<file path="config.mk">
export PLATFORM = sky130hd
export DESIGN_NAME = data_mov_ctrl
export DESIGN_NICKNAME = d
export VERILOG_FILES = /design/src/rtl/data_mov_pkg.sv /design/src/rtl/mem_timeout_ctr.sv /design/src/rtl/data_mov_ctrl.sv
export SDC_FILE = /design/constraint.sdc
export NUM_CORES = 1
export LEC_CHECK = 0
export ABC_AREA = 1
export CORE_UTILIZATION = 42
export DETAILED_ROUTE_END_ITERATION = 7
export PLACE_DENSITY = 0.85
export SLEW_MARGIN = 20
export SYNTH_ARGS = -nofsm -noshare
export SYNTH_HDL_FRONTEND = slang
export SYNTH_SLANG_ARGS = --single-unit
</file>
<file path="constraint.sdc">
create_clock -name clk -period 3.5 [get_ports clk]
set_input_delay 1.05 -clock clk [delete_from_list [all_inputs] [get_ports clk]]
set_output_delay 1.05 -clock clk [all_outputs]
set_load 0.02 [all_outputs]
</file>
<file path="src/rtl/data_mov_pkg.sv">
// Shared definitions for the data-movement sequencer: opcodes, operand classes, FSM states.
// Latency: n/a (types and pure functions only).
// Backpressure: n/a.
package data_mov_pkg;

  localparam logic [4:0] LDW = 5'b00001;
  localparam logic [4:0] STW = 5'b00010;
  localparam logic [4:0] MV  = 5'b00011;

  // Where an instruction's operand comes from / its result goes to
  localparam logic [1:0] REGS    = 2'b10;
  localparam logic [1:0] MEMORY  = 2'b01;
  localparam logic [1:0] NOTHING = 2'b00;

  typedef enum logic [2:0] {
    IDLE = 3'd0,
    RD   = 3'd1,
    MEM  = 3'd2,
    WB   = 3'd3,
    FIN  = 3'd4
  } state_e;

  function automatic logic is_legal(input logic [4:0] op);
    return (op == LDW) || (op == STW) || (op == MV);
  endfunction

  // Source class: MV-imm needs no fetch, LDW reads memory, MV-reg/STW read the RF
  function automatic logic [1:0] src_class(input logic [4:0] op, input logic has_imm);
    logic [1:0] c;
    c = NOTHING;
    if (op == LDW)               c = MEMORY;
    else if (op == STW)          c = REGS;
    else if (op == MV && !has_imm) c = REGS;
    return c;
  endfunction

  // Destination class: LDW/MV write the RF, STW writes memory
  function automatic logic [1:0] dst_class(input logic [4:0] op);
    logic [1:0] c;
    c = NOTHING;
    if (op == LDW || op == MV) c = REGS;
    else if (op == STW)        c = MEMORY;
    return c;
  endfunction

endpackage

</file>
<file path="src/rtl/mem_timeout_ctr.sv">
// Counts consecutive un-acked memory cycles and flags the cycle that reaches TIMEOUT.
// Latency: expired_o is combinational on en_i in the TIMEOUT-th counted cycle.
// Backpressure: none; clr_i has priority over en_i.
module mem_timeout_ctr #(
  parameter int TIMEOUT = 16
) (
  input  logic clk,
  input  logic rst_n,
  input  logic clr_i,
  input  logic en_i,
  output logic expired_o
);

  localparam int CW = (TIMEOUT < 2) ? 1 : $clog2(TIMEOUT);
  localparam logic [CW-1:0] LAST = CW'(TIMEOUT - 1);

  logic [CW-1:0] cnt_q, cnt_d;

  // The increment happening this cycle is the one that would reach TIMEOUT
  assign expired_o = en_i && (cnt_q == LAST);

  // Next count: cleared outside the wait, advanced on each waiting cycle
  always_comb begin
    cnt_d = cnt_q;
    if (clr_i)     cnt_d = '0;
    else if (en_i) cnt_d = cnt_q + CW'(1);
  end

  // Counter register
  always_ff @(posedge clk or negedge rst_n) begin
    if (!rst_n) cnt_q <= '0;
    else        cnt_q <= cnt_d;
  end

endmodule

</file>
<file path="src/rtl/data_mov_ctrl.sv">
// Sequencer for LDW/STW/MV: RF read, memory req/ack with timeout, RF writeback, done/err to decode.
// Latency: MV imm 2, MV reg 3, LDW/STW 2+k cycles after accept (k = MEM cycles incl. ack).
// Backpressure: instr_ready only in IDLE; mem_req held with stable addr/data until ack or timeout.
module data_mov_ctrl
  import data_mov_pkg::*;
#(
  parameter int ADDR_W  = 32,
  parameter int DATA_W  = 32,
  parameter int REG_AW  = 5,
  parameter int TIMEOUT = 16
) (
  input  logic              clk,
  input  logic              rst_n,
  input  logic              instr_valid,
  output logic              instr_ready,
  input  logic [4:0]        opcode,
  input  logic              has_imm,
  input  logic [15:0]       imm,
  input  logic [REG_AW-1:0] rs,
  input  logic [REG_AW-1:0] rd,
  output logic [REG_AW-1:0] rf_raddr,
  input  logic [DATA_W-1:0] rf_rdata,
  output logic              rf_we,
  output logic [REG_AW-1:0] rf_waddr,
  output logic [DATA_W-1:0] rf_wdata,
  output logic              mem_req,
  output logic              mem_we,
  output logic [ADDR_W-1:0] mem_addr,
  output logic [DATA_W-1:0] mem_wdata,
  input  logic              mem_ack,
  input  logic [DATA_W-1:0] mem_rdata,
  output logic              done,
  output logic              err
);

  state_e state_q, state_d;

  logic [4:0]        op_q;
  logic              has_imm_q;
  logic [15:0]       imm_q;
  logic [REG_AW-1:0] rs_q, rd_q;
  logic [DATA_W-1:0] data_q;
  logic              err_q, err_d;
  logic              accept;
  logic              ctr_en, ctr_clr, expired;

  // Count only cycles spent waiting in MEM; any other state rearms the counter
  assign ctr_en  = (state_q == MEM) && !mem_ack;
  assign ctr_clr = (state_q != MEM);

  mem_timeout_ctr #(
    .TIMEOUT (TIMEOUT)
  ) u_timeout (
    .clk       (clk),
    .rst_n     (rst_n),
    .clr_i     (ctr_clr),
    .en_i      (ctr_en),
    .expired_o (expired)
  );

  // Next state and per-state strobes; ack in the expiring cycle still succeeds
  always_comb begin
    state_d     = state_q;
    instr_ready = 1'b0;
    rf_we       = 1'b0;
    mem_req     = 1'b0;
    done        = 1'b0;
    accept      = 1'b0;
    err_d       = 1'b0;
    case (state_q)
      IDLE: begin
        instr_ready = 1'b1;
        if (instr_valid) begin
          accept = 1'b1;
          if (!is_legal(opcode)) begin
            err_d = 1'b1;
          end else begin
            case (src_class(opcode, has_imm))
              REGS:    state_d = RD;
              MEMORY:  state_d = MEM;
              default: state_d = WB;
            endcase
          end
        end
      end
      RD: begin
        state_d = (dst_class(op_q) == REGS) ? WB : MEM;
      end
      MEM: begin
        mem_req = 1'b1;
        if (mem_ack) begin
          state_d = (dst_class(op_q) == REGS) ? WB : FIN;
        end else if (expired) begin
          state_d = IDLE;
          err_d   = 1'b1;
        end
      end
      WB: begin
        rf_we   = 1'b1;
        state_d = FIN;
      end
      FIN: begin
        done    = 1'b1;
        state_d = IDLE;
      end
      default: state_d = IDLE;
    endcase
  end

  // State register and registered error pulse
  always_ff @(posedge clk or negedge rst_n) begin
    if (!rst_n) begin
      state_q <= IDLE;
      err_q   <= 1'b0;
    end else begin
      state_q <= state_d;
      err_q   <= err_d;
    end
  end

  // Instruction fields are captured at acceptance; later input changes are ignored
  always_ff @(posedge clk or negedge rst_n) begin
    if (!rst_n) begin
      op_q      <= '0;
      has_imm_q <= 1'b0;
      imm_q     <= '0;
      rs_q      <= '0;
      rd_q      <= '0;
    end else if (accept) begin
      op_q      <= opcode;
      has_imm_q <= has_imm;
      imm_q     <= imm;
      rs_q      <= rs;
      rd_q      <= rd;
    end
  end

  // Data register: RF operand in RD, load data on the acking MEM cycle
  always_ff @(posedge clk or negedge rst_n) begin
    if (!rst_n) begin
      data_q <= '0;
    end else if (state_q == RD) begin
      data_q <= rf_rdata;
    end else if (state_q == MEM && mem_ack && dst_class(op_q) == REGS) begin
      data_q <= mem_rdata;
    end
  end

  assign rf_raddr  = rs_q;
  assign rf_waddr  = rd_q;
  assign rf_wdata  = (op_q == MV && has_imm_q) ? DATA_W'(imm_q) : data_q;
  assign mem_we    = mem_req && (op_q == STW);
  assign mem_addr  = ADDR_W'(imm_q);
  assign mem_wdata = data_q;
  assign err       = err_q;

endmodule

</file>
==> flow_summary.json, run 1 <==
{
  "status": "complete, but fails checks",
  "violations": "design-rule violations",
  "crit_fanout": 26,
  "synth_seq_cells": 72,
  "crit_start": "op_q[3]",
  "grt_usage_pct": 25.0,
  "first_iter_violations": 129,
  "clock.fmax_ghz": 0.298,
  "cts-root-buf": "clkbuf_8",
  "initial_core_util_pct": 43.9,
  "dp_hpwl_mm": 8.45,
  "numPortBuffers": 195,
  "grt_pass1_vias": 3872,
  "dieArea_sq_um": 9640,
  "synth_area_sq_um": 3890,
  "avgSynthCellArea_sq_um": 7.28,
  "layout_commonest_cell": "nand2_1",
  "cts_buffer_depth": 2,
  "critPathArrivalTime_ns": 2.30,
  "hold_class": "flip-flop to flip-flop",
  "cts_hold_buf": 0,
  "powerDensity_nw_per_um2": 904,
  "syn_inst": 534,
  "rows": 34,
  "finalWeightedCongestion": 0.868,
  "antenna_found_initial": 0,
  "leakage_uw": 0.00307,
  "die_width_um": 98.2,
  "crit_type": "flip-flop to output port",
  "antenna_cells": 0,
  "slew_viol_final": 0,
  "synth_top_area_cell": "dfrtp_1",
  "io_pins": 212,
  "firstDrtPassIters": 8,
  "timing.hold.ws_ns": 0.474,
  "core_sq_um": 8850,
  "ir_drop_mv": 0.536,
  "synth_seq_area_share_pct": 46.3,
  "htree_levels": 3,
  "cts_setup_buffers": 0,
  "end_kind": "output port",
  "fin_crit_sh_pct": 95.8,
  "via_per_inst": 4.95,
  "wl_mm": 11.8,
  "finalClockSkew_ns": 0.0117,
  "grt_pass1_wl_mm": 19.0,
  "layout.nets": 816,
  "cts_sinks": 72,
  "setup_viol": 0,
  "syn_to_final_growth_pct": 56.0,
  "synth_area_leaders": "dfrtp_1, nand2_1, nand3_1",
  "yosysUniqueCellTypes": 28,
  "die-height_um": 98.2,
  "drive_above_1_share_pct": 5.56,
  "required_ns": 2.45,
  "post_cts_resized": 0,
  "path_clk_slew_ns": 0.08,
  "worst_slew_pin_slew_ns": 0.890,
  "post_drt_wl_per_cell_um": 14.2,
  "synth_top_area_share_pct": 46.3,
  "dr_total_vias": 4097,
  "worst_setup_path_start_kind": "flip-flop",
  "grt_start_max_net_pins": 73,
  "min_from": "rf_raddr[0]",
  "yosys_warnings": 0,
  "overflow": 0,
  "dpl_worst_slack_ns": 0.520,
  "cts_tree": "done",
  "place_area_sq_um": 5770,
  "reg2reg_from": "state_q[1]",
  "maxCapViolCount": 0,
  "drcViolationCount": 18,
  "maxSlewHeadroom_pct": 40.6,
  "fin_setup_tns_ns": 0,
  "ant_nets": 0,
  "rsz0062_at_grt": "false",
  "finalHoldViolCount": 0,
  "final_cell_area_sq_um": 6060,
  "worstSkewPairLatency_ns": 0.34,
  "setup_ws_ns": 0.148,
  "fin_crit_ns": 3.35,
  "cts-buffers-inserted": 9,
  "layout_common_cells": "nand2_1, clkdlybuf4s50_1, dfrtp_1"
}
[worst paths after layout]
check	to	slack [ns]	cells after the start
worst max-delay path	rf_wdata[10]	0.15	6
worst min-delay path	rf_raddr[0]	0.47	2
worst max register to register	op_q[0]	1.39	6
worst min register to register	rf_raddr[0]	0.47	2
max in group asynchronous	rf_waddr[0]	2.09	1
min in group asynchronous	u_timeout.cnt_q[1]	0.82	1
[Yosys cell counts]
cell type and count:
buf_4 17, and3_1 1, ha_1 1, a21oi_1 18, inv_2 2, nand3_2 1
clkbuf_1 7, nor3_1 3, o21ai_1 8, nand4_1 3, buf_8 1, buf_2 16
conb_1 1, nand3b_1 1, nand2_1 231, buf_6 4, nor2_2 1, nor2_1 22
and2_1 1, nand3_1 52, o21ai_0 16, nor2_4 1, inv_1 41, or2_4 1
dfrtp_1 72, nand2_4 3, nand2_2 8, nor2_8 1
[per-layer routing]
layer / global-route usage [%] / share of wire [%]
met5: 0 / 0
met4: 10.1 / 2.5
met3: 4.22 / 7.2
met2: 44.5 / 51
met1: 29.9 / 40
[kinds of logic after synthesis]
family	share of synthesized area [%]
simple gates	36.1
buf+inv	11.7
flops	46.3
compound gates	5.41
fa+ha+maj	0.322
other cells	0.0965
[metrics by stage]
stage	std cells	total power [uW]	utilization [%]
finish	828	5480	68.5
global route	828	5830	68.5
CTS	828	5510	68.5
detailed placement	812	4550	65.2
global placement	812	4480	65.2
floorplan	549	3150	-
[sequential cells by signal, summed over array words and instances, names as in the netlist]
name	cells
mem_wdata	32
imm_q	16
op_q	5
rf_raddr	5
rf_waddr	5
u_timeout.cnt_q	4
state_q	3
err	1
has_imm_q	1
[report_power, final]
group	total, uW	internal (uW)	switching, uW
Clock	940	620	320
Sequential	1490	1200	286
Combinational	3050	1320	1730
[critical path, stage by stage, from the launching register on]
cell             delay, ns
dfrtp_1               0.40
or2_4                 0.28
nor2_4                0.14
nand3_2               0.09
buf_4                 0.23
a21oi_1               0.18
clkdlybuf4s50_1       0.63
[cell type report]
| cell class | count | area, sq um |
|---|---|---|
| Clock buffer | 9 | 124 |
| Clock inverter | 7 | 168 |
| Sequential cell | 72 | 1800 |
| Tap cell | 108 | 135 |
| Timing Repair Buffer | 200 | 1990 |
| Inverter | 43 | 161 |
| Multi-Input combinational cell | 389 | 1690 |
| Fill cell | 734 | 2790 |
(Power assumes the default switching activity.)
==> run 2: changes to the inputs <==
--- a/config.mk
+++ b/config.mk
@@ -9,7 +9,7 @@
 export CORE_UTILIZATION = 42
 export DETAILED_ROUTE_END_ITERATION = 7
 export PLACE_DENSITY = 0.85
-export SLEW_MARGIN = 20
+export SLEW_MARGIN = 5
 export SYNTH_ARGS = -nofsm -noshare
 export SYNTH_HDL_FRONTEND = slang
 export SYNTH_SLANG_ARGS = --single-unit
==> constraint.sdc (replaced) <==
create_clock -name clk -period 3.5 [get_ports clk]
set_input_delay 1.05 -clock clk [delete_from_list [all_inputs] [get_ports clk]]
set_output_delay 1.05 -clock clk [all_outputs]
set_load 0.1 [all_outputs]
==> run 2 against run 1 <==
  * The flow still finishes with violations (design-rule violations)
  * Non-clock buffer count decreased by 1
  * Flip-flop and latch count unchanged
  * Fmax increased by 2.9%
  * Final cell count decreased by 0.12%
  * Critical endpoint is now rf_wdata[7]
  * Highest routed layer unchanged
  * Sequential share of layout area decreased by 0.44 points
  * Die area unchanged
==> flow_summary.json, run 2 (synthesized netlist as in run 1, its figures left out) <==
{
  "fin_crit_sh_pct": 93.1,
  "die-height_um": 98.2,
  "firstDrtPassIters": 7,
  "met2_usage_pct": 44.1,
  "post_drt_wl_per_cell_um": 14.1,
  "worst_slew_pin_slew_ns": 0.895,
  "hold_class": "flip-flop to flip-flop",
  "slew_viol_final": 0,
  "cts-buffers-inserted": 9,
  "cts_tree": "done",
  "crit_fanout": 35,
  "crit_family": "simple AND/OR/NAND/NOR gates",
  "clock.fmax_ghz": 0.307,
  "via_per_inst": 4.87,
  "post_cts_resized": 0,
  "hold-path-endpoint": "rf_raddr[2]",
  "syn_to_final_growth_pct": 58.3,
  "critPathArrivalTime_ns": 2.21,
  "status": "complete, but fails checks",
  "crit_chain": "or2_4, nor2_4, nand3_2, buf_12, a21oi_1, buf_12",
  "dp_hpwl_mm": 8.65,
  "min_from": "rf_raddr[2]",
  "dr_total_vias": 4029,
  "rows": 34,
  "first_iter_violations": 192,
  "finalHoldViolCount": 0,
  "layout_commonest_cell": "nand2_1",
  "overflow": 0,
  "layout_common_cells": "nand2_1, clkdlybuf4s50_1, dfrtp_1",
  "numPortBuffers": 195,
  "drive_above_1_share_pct": 19.6,
  "initial_core_util_pct": 43.9,
  "worst_path_most_repeated_cell": "buf_12",
  "wl_mm": 11.6,
  "grt_pass1_vias": 4015,
  "grt_start_max_net_pins": 73,
  "busiest_layer": "met2",
  "setup_viol": 0,
  "grt_usage_pct": 24.4,
  "reg2reg_depth": 8,
  "antenna_found_initial": 0,
  "layout.nets": 815,
  "drcViolationCount": 15,
  "cts_hold_buf": 0,
  "setup_ws_ns": 0.242,
  "grt_use_met1_pct": 27.0,
  "crit_type": "flip-flop to output port",
  "maxSlewHeadroom_pct": 40.3,
  "cts_setup_buffers": 0,
  "cts_buffer_depth": 2,
  "violations": "design-rule violations",
  "rsz0062_at_grt": "false",
  "cts-root-buf": "clkbuf_8",
  "use_met3_pct": 5.94,
  "crit_buf_inv": 2,
  "crit_path_top_delay_cell": "dfrtp_1",
  "grt_pass1_wl_mm": 18.7,
  "die_width_um": 98.2,
  "worstSkewPairLatency_ns": 0.33,
  "finalClockSkew_ns": 0.00968,
  "rr_endpoint": "mem_wdata[0]",
  "required_ns": 2.45,
  "fillers": 749,
  "htree_levels": 3,
  "end_kind": "output port",
  "maxCapViolCount": 0,
  "core_sq_um": 8850,
  "largest_reg_flops": 32,
  "slowest_delay_ns": 0.39,
  "ant_nets": 0,
  "io_pins": 212,
  "antenna_cells": 0,
  "path_clk_slew_ns": 0.08,
  "finalWeightedCongestion": 0.796,
  "r2r_setup_slack_ns": 1.42,
  "cts_sinks": 72,
  "dieArea_sq_um": 9640,
  "worst_setup_path_start_kind": "flip-flop",
  "reg2reg_from": "state_q[1]",
  "dpl_worst_slack_ns": 0.592,
  "min_path_cells": 2,
  "fin_crit_ns": 3.26
}
==> run 2: worst max path at each step <==
stage                 start            to  slack [ns]  cells after the start
global route        op_q[3]   rf_wdata[3]        0.10                      6
floorplan           op_q[3]  rf_wdata[12]       -0.15                      6
finish              op_q[3]   rf_wdata[7]        0.24                      6
CTS                 op_q[3]   rf_wdata[7]        0.22                      6
global placement    op_q[3]   rf_wdata[3]        0.65                      6
detailed placement  op_q[3]   rf_wdata[7]        0.59                      6
==> run 2: final cells by class <==
type                       instances  area [sq um]  share of cell area [%]
clock buffer                      12           165                    2.68
clock inverter                     4          27.5                   0.447
inverter                          43           161                    2.62
multi-input combinational        389          1710                    27.8
sequential                        72          1800                    29.3
tap                              108           135                    2.20
timing repair buffer             199          2150                    35.0
==> run 2: per-layer routing <==
layer  wire [um]  vias to the layer above
met5           0                        -
met4         324                        0
met3         827                       24
met2        6050                      163
met1        4440                     1859
li1            -                     1983
==> run 2: through the flow <==
stage	instance area [sq um]	cells	hold WS [ns]	utilization (%)	TNS, ns
final	6150	827	0.477	69.6	0
after CTS	6150	827	0.480	69.6	0
after detailed placement	5960	811	0.460	67.4	0
after floorplan	3970	549	0.443	-	-1.70
after global routing	6150	827	0.500	69.6	0
after global placement	5960	811	0.459	67.4	0
==> run 2: worst reg2reg max path: stages, from the launching register on <==
cell and delay (ns):
dfrtp_1 0.47, nor2_1 0.11, nand2_2 0.06, buf_4 0.46, inv_2 0.43, nand2_1 0.15
nand2_1 0.09, nand2_1 0.08, o21ai_0 0.10
Power of run 2 is left out: the tool's default activity adds up to more than one toggle a clock period on the data nets, which glitch-free logic cannot reach.
